==> src/rtl/freq_sweep_ctrl.sv <==
// freq_sweep_ctrl
//   Sequencer for the signal generator's frequency word. Steps freq from
//   f_start to f_stop in f_step increments, holding each value for
//   max(dwell,1) clocks. One-shot and looped sawtooth sweeps are always
//   available. Defining FREQ_SWEEP_TRIANGLE_EN turns every sweep into a
//   triangle: out to f_stop, then back to f_start, ending on f_start.
//
//   Parameters
//     FW  frequency word width
//     DW  dwell counter width
//   Ports
//     clk        system clock
//     rst        asynchronous, active-high reset
//     start      1-clk pulse, begins a sweep when idle
//     abort      1-clk pulse, stops the sweep, freq holds
//     loop       sampled at start, repeat the sweep until abort
//     f_start    first frequency
//     f_stop     last (turn-around) frequency; below f_start means down-sweep
//     f_step     step magnitude
//     dwell      clocks per frequency value (0 treated as 1)
//     freq       registered frequency word
//     busy       high while a sweep runs
//     done       1-clk pulse when a one-shot sweep completes
//     step_tick  1-clk pulse on every cycle freq takes a new value
module freq_sweep_ctrl #(
  parameter int unsigned FW = 32,
  parameter int unsigned DW = 24
) (
  input  logic          clk,
  input  logic          rst,
  input  logic          start,
  input  logic          abort,
  input  logic          loop,
  input  logic [FW-1:0] f_start,
  input  logic [FW-1:0] f_stop,
  input  logic [FW-1:0] f_step,
  input  logic [DW-1:0] dwell,
  output logic [FW-1:0] freq,
  output logic          busy,
  output logic          done,
  output logic          step_tick
);

  typedef enum logic [1:0] {
    S_IDLE,
    S_DWELL,
    S_STEP
  } state_t;

  state_t        state_q, state_d;
  logic [FW-1:0] freq_q, freq_d;
  logic          busy_q, busy_d;
  logic          done_q, done_d;
  logic          step_tick_q, step_tick_d;
  logic [DW-1:0] cnt_q, cnt_d;
  logic [FW-1:0] start_sh_q, start_sh_d;
  logic [FW-1:0] stop_sh_q, stop_sh_d;
  logic [FW-1:0] step_sh_q, step_sh_d;
  logic [DW-1:0] dwell_sh_q, dwell_sh_d;
  logic          loop_q, loop_d;
  logic          up_q, up_d;
`ifdef FREQ_SWEEP_TRIANGLE_EN
  logic          dir_q, dir_d;   // 0 = outbound to f_stop, 1 = returning to f_start
  logic [FW-1:0] tgt;
  logic          mv_up;
`endif

  // Counter preload: the STEP cycle is the last cycle of each hold, so a
  // value is held (preload + 1) cycles = max(dwell,1).
  function automatic logic [DW-1:0] dwell_load(input logic [DW-1:0] d);
    logic [DW-1:0] r;
    r = (d == '0) ? '0 : d - DW'(1);
    return r;
  endfunction

  // One step from cur toward tgt, computed in FW+1 bits and clamped to tgt.
  function automatic logic [FW-1:0] advance(input logic [FW-1:0] cur,
                                            input logic [FW-1:0] stp,
                                            input logic [FW-1:0] tgt_v,
                                            input logic          go_up);
    logic [FW:0]   s;
    logic [FW-1:0] r;
    if (go_up) begin
      s = {1'b0, cur} + {1'b0, stp};
      r = (s >= {1'b0, tgt_v}) ? tgt_v : s[FW-1:0];
    end else begin
      s = {1'b0, cur} - {1'b0, stp};
      r = (s[FW] || (s <= {1'b0, tgt_v})) ? tgt_v : s[FW-1:0];
    end
    return r;
  endfunction

  always_comb begin
    state_d     = state_q;
    freq_d      = freq_q;
    busy_d      = busy_q;
    done_d      = 1'b0;
    step_tick_d = 1'b0;
    cnt_d       = cnt_q;
    start_sh_d  = start_sh_q;
    stop_sh_d   = stop_sh_q;
    step_sh_d   = step_sh_q;
    dwell_sh_d  = dwell_sh_q;
    loop_d      = loop_q;
    up_d        = up_q;
`ifdef FREQ_SWEEP_TRIANGLE_EN
    dir_d       = dir_q;
    tgt         = dir_q ? start_sh_q : stop_sh_q;
    mv_up       = up_q ^ dir_q;
`endif

    if (abort) begin
      state_d = S_IDLE;
      busy_d  = 1'b0;
    end else begin
      case (state_q)
        S_IDLE: begin
          if (start) begin
            start_sh_d  = f_start;
            stop_sh_d   = f_stop;
            step_sh_d   = f_step;
            dwell_sh_d  = dwell;
            loop_d      = loop;
            up_d        = (f_stop >= f_start);
            freq_d      = f_start;
            step_tick_d = 1'b1;
            busy_d      = 1'b1;
            cnt_d       = dwell_load(dwell);
            // A one-cycle dwell has no counting phase; go straight to STEP.
            state_d     = (dwell_load(dwell) == '0) ? S_STEP : S_DWELL;
`ifdef FREQ_SWEEP_TRIANGLE_EN
            dir_d       = 1'b0;
`endif
          end
        end

        S_DWELL: begin
          cnt_d = cnt_q - DW'(1);
          if (cnt_q == DW'(1)) state_d = S_STEP;
        end

        S_STEP: begin
          // Default: a new value is emitted and the dwell restarts.
          step_tick_d = 1'b1;
          cnt_d       = dwell_load(dwell_sh_q);
          state_d     = (dwell_load(dwell_sh_q) == '0) ? S_STEP : S_DWELL;
`ifdef FREQ_SWEEP_TRIANGLE_EN
          if ((freq_q != tgt) && (step_sh_q != '0)) begin
            freq_d = advance(freq_q, step_sh_q, tgt, mv_up);
          end else if (!dir_q && (step_sh_q != '0) && (start_sh_q != stop_sh_q)) begin
            // Turn around at f_stop without re-emitting it.
            dir_d  = 1'b1;
            freq_d = advance(freq_q, step_sh_q, start_sh_q, !up_q);
          end else if (loop_q) begin
            dir_d  = 1'b0;
            freq_d = start_sh_q;
          end else begin
            step_tick_d = 1'b0;
            cnt_d       = cnt_q;
            state_d     = S_IDLE;
            busy_d      = 1'b0;
            done_d      = 1'b1;
          end
`else
          if ((freq_q != stop_sh_q) && (step_sh_q != '0)) begin
            freq_d = advance(freq_q, step_sh_q, stop_sh_q, up_q);
          end else if (loop_q) begin
            freq_d = start_sh_q;
          end else begin
            step_tick_d = 1'b0;
            cnt_d       = cnt_q;
            state_d     = S_IDLE;
            busy_d      = 1'b0;
            done_d      = 1'b1;
          end
`endif
        end

        default: begin
          state_d = S_IDLE;
          busy_d  = 1'b0;
        end
      endcase
    end
  end

  always_ff @(posedge clk or posedge rst) begin
    if (rst) begin
      state_q     <= S_IDLE;
      freq_q      <= '0;
      busy_q      <= 1'b0;
      done_q      <= 1'b0;
      step_tick_q <= 1'b0;
      cnt_q       <= '0;
      start_sh_q  <= '0;
      stop_sh_q   <= '0;
      step_sh_q   <= '0;
      dwell_sh_q  <= '0;
      loop_q      <= 1'b0;
      up_q        <= 1'b0;
`ifdef FREQ_SWEEP_TRIANGLE_EN
      dir_q       <= 1'b0;
`endif
    end else begin
      state_q     <= state_d;
      freq_q      <= freq_d;
      busy_q      <= busy_d;
      done_q      <= done_d;
      step_tick_q <= step_tick_d;
      cnt_q       <= cnt_d;
      start_sh_q  <= start_sh_d;
      stop_sh_q   <= stop_sh_d;
      step_sh_q   <= step_sh_d;
      dwell_sh_q  <= dwell_sh_d;
      loop_q      <= loop_d;
      up_q        <= up_d;
`ifdef FREQ_SWEEP_TRIANGLE_EN
      dir_q       <= dir_d;
`endif
    end
  end

  assign freq      = freq_q;
  assign busy      = busy_q;
  assign done      = done_q;
  assign step_tick = step_tick_q;

endmodule

==> config.mk <==
export PLATFORM = sky130hd
export DESIGN_NAME = freq_sweep_ctrl
export DESIGN_NICKNAME = d
export VERILOG_FILES = /design/src/rtl/freq_sweep_ctrl.sv
export SDC_FILE = /design/constraint.sdc
export NUM_CORES = 1
export LEC_CHECK = 0
export CAP_MARGIN = 10
export CORE_UTILIZATION = 51
export CTS_CLUSTER_SIZE = 25
export DETAILED_ROUTE_END_ITERATION = 7
export DONT_BUFFER_PORTS = 1
export PLACE_DENSITY = 0.68
export SKIP_CTS_REPAIR_TIMING = 1
export SLEW_MARGIN = 20
export SYNTH_ARGS = -nofsm -noshare
export SYNTH_HDL_FRONTEND = slang
export SYNTH_SLANG_ARGS = --single-unit
==> constraint.sdc <==
create_clock -name clk -period 16.7 [get_ports clk]
set_input_delay 3.34 -clock clk [delete_from_list [all_inputs] [get_ports clk]]
set_output_delay 3.34 -clock clk [all_outputs]
set_load 0.01 [all_outputs]
## Word-level counts from Yosys, hierarchy flattened

Index checks and enable logic that the tools add are counted.
Widths: inputs -> output; s select.

| storage, ports and cells | value |
|---|---|
| word-level logic and storage cells | 82 |
| input port bits | 125 |
| register bits after elaboration | 183 |

| cells by class | value |
|---|---|
| magnitude comparators | 3 |
| $add $sub $neg | 5 |
| muxes and demuxes | 35 |
| bitwise gates (word level) | 1 |
| reductions and logical operators | 15 |
| eq/ne operators | 11 |

Operators by type and width:

| cell | count |
|---|---|
| $mux 32 | 6 |
| $mux 24 | 5 |
| $logic_not 24->1 | 4 |
| $pmux 24 s3 | 1 |
| $sub 24x1->24 const B | 3 |
| $pmux 32 s2 | 1 |
| $add 32x32->33 | 1 |
| $ge 33x32->1 | 1 |
| $le 33x32->1 | 1 |
| $sub 32x32->33 | 1 |
| $ge 32x32->1 | 1 |
| $ne 32x32->1 | 1 |
| $reduce_bool 32->1 | 1 |
| $eq 24x1->1 const B | 1 |
| $ne 3x3->1 const B | 5 |
| $mux 2 | 7 |
| $mux 1 | 12 |
| $reduce_and 4->1 | 3 |
| $pmux 2 s3 | 1 |
| $ne 2x2->1 const B | 2 |
| $pmux 1 s3 | 1 |
| $reduce_and 3->1 | 1 |
| $reduce_bool 3->1 | 1 |
| $eq 2x1->1 const B | 1 |
| 8 further kinds | 8 |

## Depth between registers and ports, before layout

| logic depth | value |
|---|---|
| depth after elaboration | 8 |
| depth in mapped cells | 24 |
| mapped depth without buffers | 23 |

## Worst setup path before layout

OpenSTA, ideal clock, no wires.

| timing path | value |
|---|---|
| kind | in2reg |
| start point | input dwell[0] |
| end point | register state_q[0] |
| data required time | 16562 ps |
| cell stages on the path | 12 |
| path buffers | 1 |
| setup time | 138 ps |
| data arrival time | 5763 ps |
| setup slack | 10800 ps |
| cells stage by stage | inv_1 ha_1 nor3b_1 and4b_1 clkbuf_1 xor2_1 or4_1 or3_1 o41ai_1 a21oi_1 a21oi_1 o21ai_1 |

| between the ends | value |
|---|---|
| longest elaborated chain between the ends | 7 |

Ends and longest elaborated chain:

| item | line | RTL |
|---|---|---|
| from (decl) | 37 | `input logic [DW-1:0] dwell,` |
| $sub 24x1->24 / $logic_not 24->1 (equally long branches) | 72 | `r = (d == '0) ? '0 : d - DW'(1);` |
| $mux 24 * | 72 |  |
| $logic_not 24->1 * | 130 | `state_d = (dwell_load(dwell) == '0) ? S_STEP : S_DWELL;` |
| $mux 2 * | 130 |  |
| $mux 2 * | 118 | `if (start) begin` |
| $pmux 2 s3 * | 116 | `case (state_q)` |
| $mux 2 * | 112 | `if (abort) begin` |
| to (signal assigned) | 205 | `state_q <= state_d;` |
| to (decl) | 50 | `state_t state_q, state_d;` |

Every way passes the cells marked *; elsewhere a longest branch is shown, timed or not. The select of a mux whose other input is x is not followed.
A chain may end at the register's enable or synchronous reset.

## Worst setup path after layout

| timing path | value |
|---|---|
| start point | register freq_q[12] (netlist: freq[12]) |
| end point | register freq_q[8] (netlist: freq[8]) |

| between the ends | value |
|---|---|
| longest elaborated chain between the ends | 7 |

Ends and longest elaborated chain:

| item | line | RTL |
|---|---|---|
| from (decl) | 51 | `logic [FW-1:0] freq_q, freq_d;` |
| from (signal assigned) | 206 | `freq_q <= freq_d;` |
| $sub 32x32->33 | 87 | `s = {1'b0, cur} - {1'b0, stp};` |
| $le 33x32->1 | 88 | `r = (s[FW] \|\| (s <= {1'b0, tgt_v})) ? tgt_v : s[FW-1:0];` |
| $logic_or 1x1->1 | 88 |  |
| $mux 32 | 88 |  |
| $mux 32 | 83 | `if (go_up) begin` |
| $mux 32 | 165 | `if ((freq_q != stop_sh_q) && (step_sh_q != '0)) begin` |
| $pmux 32 s2 | 116 |  |

Parallel ways exist; a longest one is shown, timed or not.

==> run_results.csv <==
group,metric,value,unit
outcome,status,"finished, final reports clean",
timing,finalSetupViolations,0,
clock_network,clock-sinks,183,
synth,synth_edf_count,0,
cells_and_area,nNetsFinal,2110,
placement,gp_congestion,0.961,
synth,synth_area_leaders,"dfrtp_1 29%, ha_1 13%, xnor2_1 6.6%",
timing,holdWs,0.488,ns
global_routing,antenna_found_initial,2,
clock_network,clk_pin_slew,0.08,ns
detailed_routing,ant_nets,0,
cells_and_area,drive_above_1_share,0.0887,
synth,synth_area,15900,um2
synth,syn_inst,1876,
timing,fin_crit,6.72,ns
cells_and_area,area_delta_synth_final,5.38,%
timing,clock_skew,0.0175,ns
placement,hpwlAfterDp,39300,um
worst_setup_path,end_kind,"flop",
synth,async_flop_share,1.00,
cells_and_area,mostFrequentLayoutCell,"dfrtp_1",
timing,period_share,0.402,
worst_setup_path,crit_arrival,7.07,ns
die,io_pins,160,
placement,placedCellCount,2191,
timing,hold_violations,0,
worst_setup_path,start_kind,"flop",
cells_and_area,final_cell_mix,"183 x dfrtp_1, 169 x ha_1, 145 x inv_1, 145 x nand2_1, 140 x nor2_1",
die,initial_core_util,0.520,
job,cap_violations,0,
synth,synthFlopType,"dfrtp_1",
global_routing,grt_max_degree,110,
synth,yosysTopAreaCell,"dfrtp_1",
clock_network,cts_tree,"yes",
clock_network,htree_levels,4,
worst_setup_path,cp.required,17.05,ns
synth,ys_warn_count,0,
synth,ys_seq_elements,183,
detailed_routing,wl_per_cell,22.7,um
placement,port_buffers,0,
die,rows,64,
clock_network,clockBufferDepth,2,
global_routing,grt_overflow_total,0,
die,coreArea,30700,um2
detailed_routing,wirelength,50400,um
min_path,worstHoldPathType,"reg2reg",
die,die_w,179,um
synth,yosysSeqAreaShare,0.287,
timing,fmax,149,MHz
timing,worst_pin_slew,0.988,ns
global_routing,grt_pass1_vias,13641,
die,dieArea,32000,um2
cells_and_area,layout.cells.non_filler,2224,
clock_network,cts_root_buffer,"clkbuf_16",
detailed_routing,num_vias,14067,
detailed_routing,vias_per_cell,6.33,
synth,syn_avg_cell_area,8.50,um2
detailed_routing,drc,0,
synth,ys_types,80,
synth,synthesis.nets,2172,
timing,rsz0062_at_grt,"no",
detailed_routing,first_iter_violations,1207,
global_routing,track_usage,0.321,
timing,fin_tns_setup,0,ns
worst_setup_path,path_max_fanout,24,
detailed_routing,drt_pass1_iterations,8,
worst_setup_path,crit_type,"reg2reg",
timing,slew_viol_final,0,
timing,relSlewSlack,0.341,
synth,synth_top_area_share,0.287,
clock_network,cts_buffers,17,
clock_network,clk_latency,0.47,ns
global_routing,grt_pass1_wl,77500,um
die,floorplan.die.height,179,um
cells in the mapped netlist (all sizes together), types with 34 or more instances:
cell	number
a21oi	138
clkbuf	79
dfrtp	183
ha	169
inv	148
mux2	84
nand2	145
nand4	34
nor2	141
nor3	58
nor4	34
o21ai	119
xnor2	120
worst max-delay path, cell delays in order (launching register included):
cell and delay [ns]:
dfrtp_1 0.52, ha_1 0.53, nor4_1 0.53, nand3_1 0.13
a31oi_1 0.38, o31ai_1 0.20, a31oi_1 0.38, a21boi_0 0.23
a21o_1 0.23, xnor2_1 0.32, ha_1 0.23, nand4_1 0.18
nor4_1 0.65, nand4_1 0.32, o211ai_1 0.19, a311oi_1 0.10
and2_1 0.24, and3_1 0.19, buf_4 0.24, a221oi_1 0.37
a211oi_1 0.13, a211o_1 0.30
layout make-up:
class                           instances  area [um2]
Fill cell                            2836       13900
Multi-Input combinational cell       1453       10500
Sequential cell                       183        4580
Inverter                              148         563
Tap cell                              396         495
Clock buffer                           17         425
Clock inverter                         15         181
Timing Repair Buffer                   11        82.6
Antenna cell                            1        2.50
state kept, by name (all words and copies together), names as in the netlist, 2 cells and up:
signal	flops
freq	32
start_sh_q	32
step_sh_q	32
stop_sh_q	32
cnt_q	24
dwell_sh_q	24
state_q	2
path summary, 6_finish.rpt:
path / from / end / slack, ns / cells after the start
max in group asynchronous: rst / start_sh_q[31] / 12.32 / 2
min in group asynchronous: rst / dwell_sh_q[20] / 2.88 / 1
max: freq[12] / freq[8] / 9.98 / 21
max reg2reg: freq[12] / freq[8] / 9.98 / 21
min: start_sh_q[28] / start_sh_q[28] / 0.49 / 2
min reg2reg: start_sh_q[28] / start_sh_q[28] / 0.49 / 2
metrics by stage:
step	utilization	area, um2	setup slack [ns]
floorplan	-	15900	8.39
global placement	0.528	16200	10.05
detailed placement	0.528	16200	10.06
CTS	0.548	16800	10.02
global route	0.548	16800	9.76
finish	0.548	16800	9.98
metal layers:
layer | routed length [um] | GRT usage | up-vias
met5 | 14 | 0 | -
met4 | 2340 | 0.156 | 2
met3 | 3610 | 0.0623 | 113
met2 | 22600 | 0.500 | 563
met1 | 21900 | 0.424 | 6739
li1 | - | - | 6650
kinds of logic (layout without fill, tap and decap cells):
group,after synthesis,after routing,synth area share
AOI/OAI and AO/OA,517,517,0.215
xor gates and xnor gates,151,151,0.0830
muxes,87,87,0.0612
and+or+nand+nor,527,527,0.160
other,0,1,0
buffers and inverters,240,191,0.0581
adders and majority gates,171,171,0.135
DFF,183,183,0.287
Power is left out: the tool's default activity adds up to more than one toggle a clock period on the data nets, which glitch-free logic cannot reach.
